$ cat config.mk
export PLATFORM = sky130hd
export DESIGN_NAME = sync_updown_counter4bit
export DESIGN_NICKNAME = d
export VERILOG_FILES = /design/src/rtl/sync_updown_counter4bit_pkg.sv /design/src/rtl/sync_updown_counter4bit_jk_ff.sv /design/src/rtl/sync_updown_counter4bit.sv
export SDC_FILE = /design/constraint.sdc
export NUM_CORES = 1
export LEC_CHECK = 0
export ABC_AREA = 1
export BUFFER_PORTS_ARGS = -buffer_cell sky130_fd_sc_hd__buf_2
export CAP_MARGIN = 5
export CORE_AREA = 4 4 41 43
export DETAILED_ROUTE_END_ITERATION = 10
export DIE_AREA = 0 0 45 47
export PLACE_DENSITY = 0.58
export SETUP_SLACK_MARGIN = 0.1
export SLEW_MARGIN = 20
export SYNTH_ARGS = -nofsm -noshare
export SYNTH_HDL_FRONTEND = slang
export SYNTH_SLANG_ARGS = --single-unit
$ cat constraint.sdc
create_clock -name clk -period 3.7 [get_ports clk]
set_input_delay 0.74 -clock clk [delete_from_list [all_inputs] [get_ports clk]]
set_output_delay 0.74 -clock clk [all_outputs]
set_load 0.03 [all_outputs]
$ cat src/rtl/sync_updown_counter4bit_pkg.sv
// Shared definitions for the 4-bit synchronous up/down counter.
//   CNT_WIDTH : width of the count register and parallel-load bus.
//   cnt_t     : convenience type for internal count values.
package sync_updown_counter4bit_pkg;

  localparam int CNT_WIDTH = 4;

  typedef logic [CNT_WIDTH-1:0] cnt_t;

endpackage : sync_updown_counter4bit_pkg

$ cat src/rtl/sync_updown_counter4bit_jk_ff.sv
// Single JK flip-flop, one instance per count bit.
// Ports:
//   clk : rising-edge clock
//   rst : synchronous active-high reset, forces q to 0
//   j   : set request
//   k   : reset request
//   q   : registered state
// Truth table: jk = 00 hold, 01 reset, 10 set, 11 toggle.
module jk_ff (
  input  logic clk,
  input  logic rst,
  input  logic j,
  input  logic k,
  output logic q
);

  logic q_q;
  logic q_d;

  // NOTE: every always_comb output gets a default first so no path leaves it
  // unassigned, which would otherwise infer a latch.
  always_comb begin
    q_d = q_q;
    unique case ({j, k})
      2'b00:   q_d = q_q;
      2'b01:   q_d = 1'b0;
      2'b10:   q_d = 1'b1;
      2'b11:   q_d = ~q_q;
      default: q_d = q_q;
    endcase
  end

  // NOTE: sequential state uses non-blocking assignments so every flop
  // samples the pre-edge values of its neighbours.
  always_ff @(posedge clk) begin
    if (rst) q_q <= 1'b0;
    else     q_q <= q_d;
  end

  assign q = q_q;

endmodule : jk_ff

$ cat src/rtl/sync_updown_counter4bit.sv
// 4-bit synchronous up/down counter built from per-bit JK flip-flops, with
// parallel load (clamped to MOD-1), count enable, programmable modulus and a
// combinational terminal-count flag.
// Parameters:
//   counting modulus (MOD parameter), legal range 2..16; count covers 0..MOD-1
// Ports:
//   clk  : rising-edge clock
//   rst  : synchronous active-high reset (highest priority)
//   en   : count enable; q holds when low
//   up   : direction, 1 = up, 0 = down
//   load : synchronous parallel load strobe (beats en)
//   d    : parallel load value
//   q    : current count, registered
//   tc   : high in the cycle before a wrap
module sync_updown_counter4bit
  import sync_updown_counter4bit_pkg::*;
#(
  parameter int MOD = 16
) (
  input  logic                 clk,
  input  logic                 rst,
  input  logic                 en,
  input  logic                 up,
  input  logic                 load,
  input  logic [CNT_WIDTH-1:0] d,
  output logic [CNT_WIDTH-1:0] q,
  output logic                 tc
);

  localparam cnt_t MAX_VAL = CNT_WIDTH'(MOD - 1);

  cnt_t cnt_q;     // state held in the JK flops
  cnt_t cnt_d;     // desired next state
  cnt_t j_vec;
  cnt_t k_vec;
  cnt_t load_val;
  logic at_max;
  logic at_zero;

  assign at_max   = (cnt_q == MAX_VAL);
  assign at_zero  = (cnt_q == '0);
  assign load_val = (d > MAX_VAL) ? MAX_VAL : d;

  // Priority: rst > load > en > hold. An out-of-range state is not
  // corrected: up still increments (4-bit overflow wraps 15 -> 0) and down
  // still decrements, because at_max/at_zero never match there.
  always_comb begin
    cnt_d = cnt_q;
    if (rst) begin
      cnt_d = '0;
    end else if (load) begin
      cnt_d = load_val;
    end else if (en) begin
      if (up) cnt_d = at_max  ? '0      : cnt_q + cnt_t'(1);
      else    cnt_d = at_zero ? MAX_VAL : cnt_q - cnt_t'(1);
    end
  end

  // Translate the desired next state into JK drive: bits that must rise
  // are set, bits that must fall are reset, unchanged bits hold.
  assign j_vec = ~cnt_q &  cnt_d;
  assign k_vec =  cnt_q & ~cnt_d;

  for (genvar i = 0; i < CNT_WIDTH; i++) begin : g_bit
    jk_ff u_jk_ff (
      .clk (clk),
      .rst (rst),
      .j   (j_vec[i]),
      .k   (k_vec[i]),
      .q   (cnt_q[i])
    );
  end

  assign q  = cnt_q;
  assign tc = en & ~load & ~rst & ((up & at_max) | (~up & at_zero));

endmodule : sync_updown_counter4bit

# After elaboration in Yosys (flattened, before gate mapping)
# Index checks and enable logic that the tools add are counted.
word_totals:
  ff_bits: 4
  in_bits: 9
  word_cells: 53
classes:
  addsub: 2
  order_cmp: 1
  eq_ne: 13
  muxes: 11
  bitwise: 17
  reduce_logical: 5
ops:
  columns: ["op", "n"]
  rows:
  - ["$mux 4", 7]
  - ["$eq 2x2->1 const B", 8]
  - ["$pmux 1 s3", 4]
  - ["$and 4x4->4", 2]
  - ["$eq 2x1->1 const B", 4]
  - ["$logic_not 2->1", 4]
  - ["$not 4->4", 2]
  - ["$not 1->1", 7]
  - ["$and 1x1->1", 5]
  - ["$add 4x1->4 const B", 1]
  - ["$eq 4x4->1 const B", 1]
  - ["$gt 4x4->1 const B", 1]
  - ["$logic_not 4->1", 1]
  - ["$sub 4x1->4 const B", 1]
  - ["$or 1x1->1", 1]

# Depth between registers and ports, before layout
# Gate-level depths: netlist (run 1).
logic_depth:
  ltp_word: 10
  mapped_depth: 12
  mapped_depth_nobuf: 12

# Hierarchy
# Synthesis (run 1) repeated with hierarchy kept, for this count alone.
hier_totals:
  hier_cells: 86
  hier_area_um2: 476.7
by_module_without_submodules:
  columns: ["mod", "n_inst", "cells_each", "area_each_um2"]
  rows:
  - ["sync_updown_counter4bit", 1, 62, 321.6]
  - ["jk_ff", 4, 6, 38.8]

# Worst setup path before layout (run 1)
# Ideal clock, no wire load.
synth_timing:
  path_kind: "input port to output port"
  from: "input up"
  to: "output tc"
  t_arrival_ns: 1.794
  setup_slack_ns: 1.166
  stages: 5
  n_path_buf: 1
  cell_sequence: "buf_2 inv_1 nand2_1 nand2_1 a211oi_1"
synth_via:
  elab_chain_cells: 4
synth_rtl:
  columns: ["item", "line", "source"]
  rows:
  - ["start: declaration", "sync_updown_counter4bit.sv:23", "input logic up,"]
  - ["$not 1->1", "sync_updown_counter4bit.sv:75", "assign tc = en & ~load & ~rst & ((up & at_max) | (~up & at_zero));"]
  - ["$and 1x1->1", "sync_updown_counter4bit.sv:75", null]
  - ["$or 1x1->1 *", "sync_updown_counter4bit.sv:75", null]
  - ["$and 1x1->1 *", "sync_updown_counter4bit.sv:75", null]
  - ["end: declaration", "sync_updown_counter4bit.sv:27", "output logic tc"]
# Mark *: on every way between the ends. The rest lies on a longest branch, timed or not.

# Worst setup path in the final report (run 1)
layout_timing:
  from: "register g_bit[1].u_jk_ff.q_q"
  to: "output tc"
layout_via:
  elab_chain_cells: 4
layout_rtl:
  columns: ["item", "line", "source"]
  rows:
  - ["start: declaration", "sync_updown_counter4bit_jk_ff.sv:17", "logic q_q;"]
  - ["start signal: assignment", "sync_updown_counter4bit_jk_ff.sv:37", "else q_q <= q_d;"]
  - ["$eq 4x4->1 / $logic_not 4->1 (equally long branches)", "sync_updown_counter4bit.sv:40, sync_updown_counter4bit.sv:41", null]
  - ["$and 1x1->1", "sync_updown_counter4bit.sv:75", null]
  - ["$or 1x1->1 *", "sync_updown_counter4bit.sv:75", null]
  - ["$and 1x1->1 *", "sync_updown_counter4bit.sv:75", null]
# Marks and branches as above.

==> results of run 1 <==
## cells in the final DEF (no fill, tap or decap)
cell type and n:
nand3_1 5, nor2_2 1, a21oi_1 8, o21ai_0 7, a31oi_1 1, inv_2 2
nand3_2 1, nor2_1 4, nor2_4 1, o21ai_1 2, dfxtp_1 4, xnor2_1 1
o21ai_2 1, buf_2 13, a21oi_2 1, clkinv_2 1, inv_1 6, nand4_1 2
nand2_1 13, a211oi_1 1, ha_1 6, clkbuf_4 3
## worst paths after layout
check,startpoint,to,cells after the start
worst max-delay path,g_bit[1].u_jk_ff.q,tc,4
worst min-delay path,g_bit[2].u_jk_ff.q,g_bit[2].u_jk_ff.q,2
worst min register to register,g_bit[2].u_jk_ff.q,g_bit[2].u_jk_ff.q,2
worst max register to register,g_bit[1].u_jk_ff.q,g_bit[2].u_jk_ff.q,11
## through the flow
stage	worst slack, ns	power (mW)	utilization, %
floorplan	1.166	0.2705	-
global placement	1.440	0.2884	40.58
detailed placement	1.423	0.2905	40.58
CTS	1.354	0.3467	42.31
global route	1.226	0.3798	42.31
finish	1.373	0.3425	42.31
## logic make-up (layout without fill, tap and decap cells)
family          Yosys count  count (layout)
buf+inv                  15              25
compound gates           21              21
simple gates             27              27
xor+xnor                  1               1
flops                     4               4
fa+ha+maj                 6               6
## power breakdown
group / switching, mW / internal (mW) / leakage (nW)
logic: 0.121 / 0.0749 / 0.233
registers: 0.0342 / 0.0590 / 0.0330
clock network: 0.0174 / 0.0362 / 0.0138
## layer usage
metal  global-route usage, %  share of wire [%]  up-vias  wire length (um)
met5                       0                  0        -                 0
met4                   10.53                3.4        0                36
met3                   1.149                7.7        5                81
met2                   17.23                 40       17               422
met1                   15.61                 49      221               518
li1                        -                  -      267                 -
## cell type report
cell class                      instances  area, sq um  share of cell area (%)
Multi-Input combinational cell         55        329.1                   59.77
Sequential cell                         4        80.08                   14.55
Timing Repair Buffer                   13        65.06                   11.82
Inverter                                9        35.03                   6.364
Clock buffer                            3        22.52                   4.091
Tap cell                               15        18.77                   3.409
## worst reg2reg max path: cells and delay by family, from the launching register on
family                   cells  cell delay, ns
adder cells (fa/ha/maj)      2            0.51
buffers and inverters        2            0.19
flip-flops                   1            0.47
AO/OA/AOI/OAI                4            0.40
AND/OR/NAND/NOR              3            0.24
==> impl_metrics.csv, run 1 <==
group,metric,value,unit
final_layout,largest_reg_flops,4,
cts,max-clock-path-buffers,2,
yosys,yosysWarnings,0,
cts,insertion_delay,0.23,ns
global_route,grt_pass1_vias,462,
power_and_ir_drop,ir_drop,197.0,uV
yosys,synthDistinctLibCells,23,
timing,fmax,429.8,MHz
timing,fin_crit,2.327,ns
floorplanning,dieArea,2115,sq um
final_layout,drive_above_1_share,28.57,%
final_layout,diodes,0,
floorplanning,start_util,37.69,%
detailed_routing,dr_total_vias,510,
yosys,yosysTopAreaCell,"dfxtp_1",
timing,drv_slew,0,
final_layout,final_cell_count_no_fill,99,
detailed_routing,vias_per_cell,5.152,
detailed_routing,ant_nets,0,
detailed_routing,avgRoutedWirePerCell,10.69,um
floorplanning,die_w,45,um
timing,slew_headroom,75.06,%
power_and_ir_drop,p_leak,0.2796,nW
critical_path,worst_setup_path_end_kind,"output port",
critical_path,cpMaxStageDelayCell,"dfxtp_1",
yosys,synthAdderAreaFrac,15.31,%
timing,hold_viol_final,0,
cts,cts_sinks,4,
critical_path,crit_chain,"ha_1 > nand3_1 > a211oi_1 > buf_2",
yosys,synth_top_area_share,16.33,%
floorplanning,coreArea,1301,sq um
yosys,ys_seq_area_share,16.33,%
yosys,syn_nets,89,
critical_path,critPathLaunchType,"flip-flop",
timing,grt_setup_unrepaired,"no",
power_and_ir_drop,p_per_area,622.2,nW/um^2
yosys,synth_area_leaders,"dfxtp_1, ha_1, nand2_1",
final_layout,layout.nets,101,
yosys,synth_xor_area_share,1.786,%
cts,cts-resized-gates,0,
cts,cts_tree,"built",
floorplanning,die_h,47,um
yosys,synth_edf_count,0,
critical_path,required,2.96,ns
critical_path,slowest_delay,0.47,ns
outcome,status,"finished clean",
cts,clkTransAtPathRegs,0.04,ns
yosys,muxShareOfSynthArea,0,%
critical_path,critPathTopFamily,"flip-flops",
yosys,avgSynthCellArea,6.628,sq um
global_route,grt_overflow_total,0,
hold_path,hp-class,"reg -> reg",
cts,cts-hold-fix-buffers,0,
placed_design,place_area,528.0,sq um
global_route,grt_util_all_layers,11.91,%
timing,setup_viol,0,
yosys,ys_top_cells_by_count,"nand2_1, a21oi_1, o21ai_0, ha_1, inv_1",
global_route,antenna_found_initial,0,
global_route,grt_pass1_wl,1821,um
timing,finClkSkew,0.0002325,ns
run,drv_cap,0,
global_route,grt_start_max_net_pins,10,
yosys,ys_async_sr_fraction,0,%
cts,root_buffer,"clkbuf_4",
detailed_routing,routed_wl,1058,um
final_layout,syn_to_final_growth,12.24,%
placed_design,dpl.hpwl,854.1,um
critical_path,crit_arrival,1.59,ns
timing,worst_slew_pin_slew,0.3736,ns
placed_design,gp_congestion,0.8378,
yosys,synthSimpleGateAreaFrac,26.28,%
detailed_routing,drt_iter0_drc,6,
yosys,synth_most_common_cell,"nand2_1",
cts,cts_setup_buffers,0,
timing,setup-tns-final,0,ns
placed_design,placedCellCount,96,
critical_path,path_buf_inv,1,
timing,timing.hold.ws,0.6295,ns
floorplanning,num_io_pins,14,
yosys,synth_top_flop_cell,"dfxtp_1",
floorplanning,std_cell_rows,13,
critical_path,crit_type,"reg -> out",
timing,layout_worst_path_cycle_share,62.88,%
cts,cts_buffers,3,
placed_design,port_buffers,13,
yosys,synth_seq_cells,4,
yosys,syn_area,490.5,sq um
yosys,synth_compound_area_share,23.72,%
critical_path,worst-path-max-fanout,7,
critical_path,r2r_slack,1.79,ns
final_layout,postLayoutCellArea,550.5,sq um
final_layout,fillers,156,
cts,cts-htree-levels,1,
yosys,syn_inst,74,
yosys,synth_top_family_by_area,"simple AND/OR/NAND/NOR gates",
detailed_routing,drc,0,
detailed_routing,first_pass_iters,4,
(Power assumes the default switching activity.)
==> run 2: changes to the inputs <==
==> constraint.sdc (replaced) <==
create_clock -name clk -period 2.38 [get_ports clk]
set_input_delay 0.476 -clock clk [delete_from_list [all_inputs] [get_ports clk]]
set_output_delay 0.476 -clock clk [all_outputs]
set_load 0.03 [all_outputs]
==> impl_metrics.csv, run 2 (synthesis results as in run 1) <==
group,metric,value,unit
detailed_routing,vias_per_cell,5.010,
timing,finClkSkew,0.002457,ns
placed_design,placedCellCount,96,
critical_path,cpMaxStageDelayCell,"dfxtp_1",
cts,max-clock-path-buffers,2,
hold_path,hold_end,"g_bit[1].u_jk_ff.q",
placed_design,port_buffers,13,
power_and_ir_drop,ir_drop,324.6,uV
critical_path,slowest_delay,0.48,ns
timing,fmax,470.5,MHz
floorplanning,coreArea,1301,sq um
hold_path,hp-class,"in -> reg",
global_route,antenna_found_initial,0,
critical_path,worstReg2RegEnd,"g_bit[2].u_jk_ff.q",
final_layout,layout.nets,101,
floorplanning,num_io_pins,14,
timing,timing.hold.ws,0.6159,ns
cts,cts-htree-levels,1,
timing,worst_slew_pin_slew,0.3768,ns
timing,slew_headroom,74.85,%
run,drv_cap,0,
detailed_routing,avgRoutedWirePerCell,10.89,um
critical_path,r2r.worst_path.cells,11,
timing,grt_setup_unrepaired,"no",
placed_design,dp_slack,0.4649,ns
cts,insertion_delay,0.23,ns
timing,setup_viol,0,
global_route,grt_pass1_vias,440,
floorplanning,dieArea,2115,sq um
cts,cts_buffers,3,
final_layout,diodes,0,
global_route,grt_overflow_total,0,
global_route,grt_start_max_net_pins,10,
cts,clkTransAtPathRegs,0.04,ns
power_and_ir_drop,p_per_area,966.2,nW/um^2
critical_path,path_buf_inv,1,
hold_path,min_from,"rst",
timing,fin_crit,2.125,ns
critical_path,critPathTopFamily,"flip-flops",
critical_path,crit_arrival,1.65,ns
timing,final.setup.worst_slack,0.2548,ns
critical_path,crit_chain,"ha_1 > nand3_1 > a211oi_1 > buf_2",
placed_design,dpl.hpwl,869.8,um
detailed_routing,first_pass_iters,4,
cts,cts_tree,"built",
outcome,status,"finished clean",
timing,drv_slew,0,
timing,hold_viol_final,0,
final_layout,final_cell_mix,"nand2_1, buf_2, a21oi_1",
global_route,grt_pass1_wl,1863,um
cts,cts-resized-gates,0,
detailed_routing,dr_total_vias,496,
final_layout,largest_reg_flops,4,
power_and_ir_drop,p_leak,0.2796,nW
detailed_routing,drc,0,
timing,setup-tns-final,0,ns
critical_path,worst-path-max-fanout,7,
critical_path,r2r_slack,0.47,ns
final_layout,final_cell_count_no_fill,99,
global_route,grt_util_all_layers,12.29,%
cts,root_buffer,"clkbuf_4",
cts,cts_sinks,4,
placed_design,gp_congestion,0.7743,
cts,cts_setup_buffers,0,
critical_path,worst_setup_path_end_kind,"output port",
floorplanning,die_w,45,um
critical_path,critPathLaunchType,"flip-flop",
detailed_routing,drt_iter0_drc,7,
detailed_routing,routed_wl,1078,um
timing,layout_worst_path_cycle_share,89.30,%
floorplanning,start_util,37.69,%
floorplanning,std_cell_rows,13,
final_layout,syn_to_final_growth,12.24,%
cts,cts-hold-fix-buffers,0,
final_layout,drive_above_1_share,28.57,%
hold_path,holdPathStages,4,
critical_path,required,1.90,ns
critical_path,r2r-start,"g_bit[1].u_jk_ff.q",
detailed_routing,ant_nets,0,
critical_path,crit_type,"reg -> out",
floorplanning,die_h,47,um
-- run 2: cell counts in the layout (fill, tap and decap cells not counted) --
Identical to the previous run, type by type.
-- run 2: tightest hold or removal path: cells and delay by family --
family          cells  cell delay, ns
buf+inv             2            0.19
compound gates      2            0.13
-- run 2: final cells by class --
cell class / count / area, sq um
flip-flops and latches: 4 / 80.08
inverters: 9 / 35.03
fillers: 158 / 750.7
repair buffers: 13 / 65.06
multi-input cells: 55 / 329.1
clock buffers: 3 / 22.52
well taps: 15 / 18.77
-- run 2: where the power goes --
part,leakage [nW],internal (mW),switching (mW)
sequential,0.0330,0.0916,0.0530
combinational,0.233,0.116,0.188
clock,0.0138,0.0564,0.0272
total,0.280,0.264,0.268
-- run 2: worst max path at each step --
stage,startpoint,to,slack (ns),depth (start not counted)
after floorplan,g_bit[1].u_jk_ff.q,tc,0.32,3
after global placement,g_bit[1].u_jk_ff.q,g_bit[2].u_jk_ff.q,0.50,11
after detailed placement,g_bit[1].u_jk_ff.q,g_bit[2].u_jk_ff.q,0.46,11
after CTS,g_bit[0].u_jk_ff.q,tc,0.25,7
after global routing,g_bit[0].u_jk_ff.q,tc,0.11,7
final,g_bit[1].u_jk_ff.q,tc,0.25,4
-- run 2: through the flow --
step	utilization [%]	power, mW	instance area, sq um
final	42.31	0.5319	550.5
after global routing	42.31	0.5897	550.5
after CTS	42.31	0.5418	550.5
after detailed placement	40.58	0.4539	528.0
after global placement	40.58	0.4470	528.0
after floorplan	-	0.4206	490.5
-- run 2: metal layers --
layer / track usage [%] / wire (um) / vias up
li1: - / - / 266
met1: 16.25 / 541 / 216
met2: 17.80 / 461 / 14
met3: 3.448 / 75 / 0
met4: 7.018 / 0 / 0
met5: 0 / 0 / -
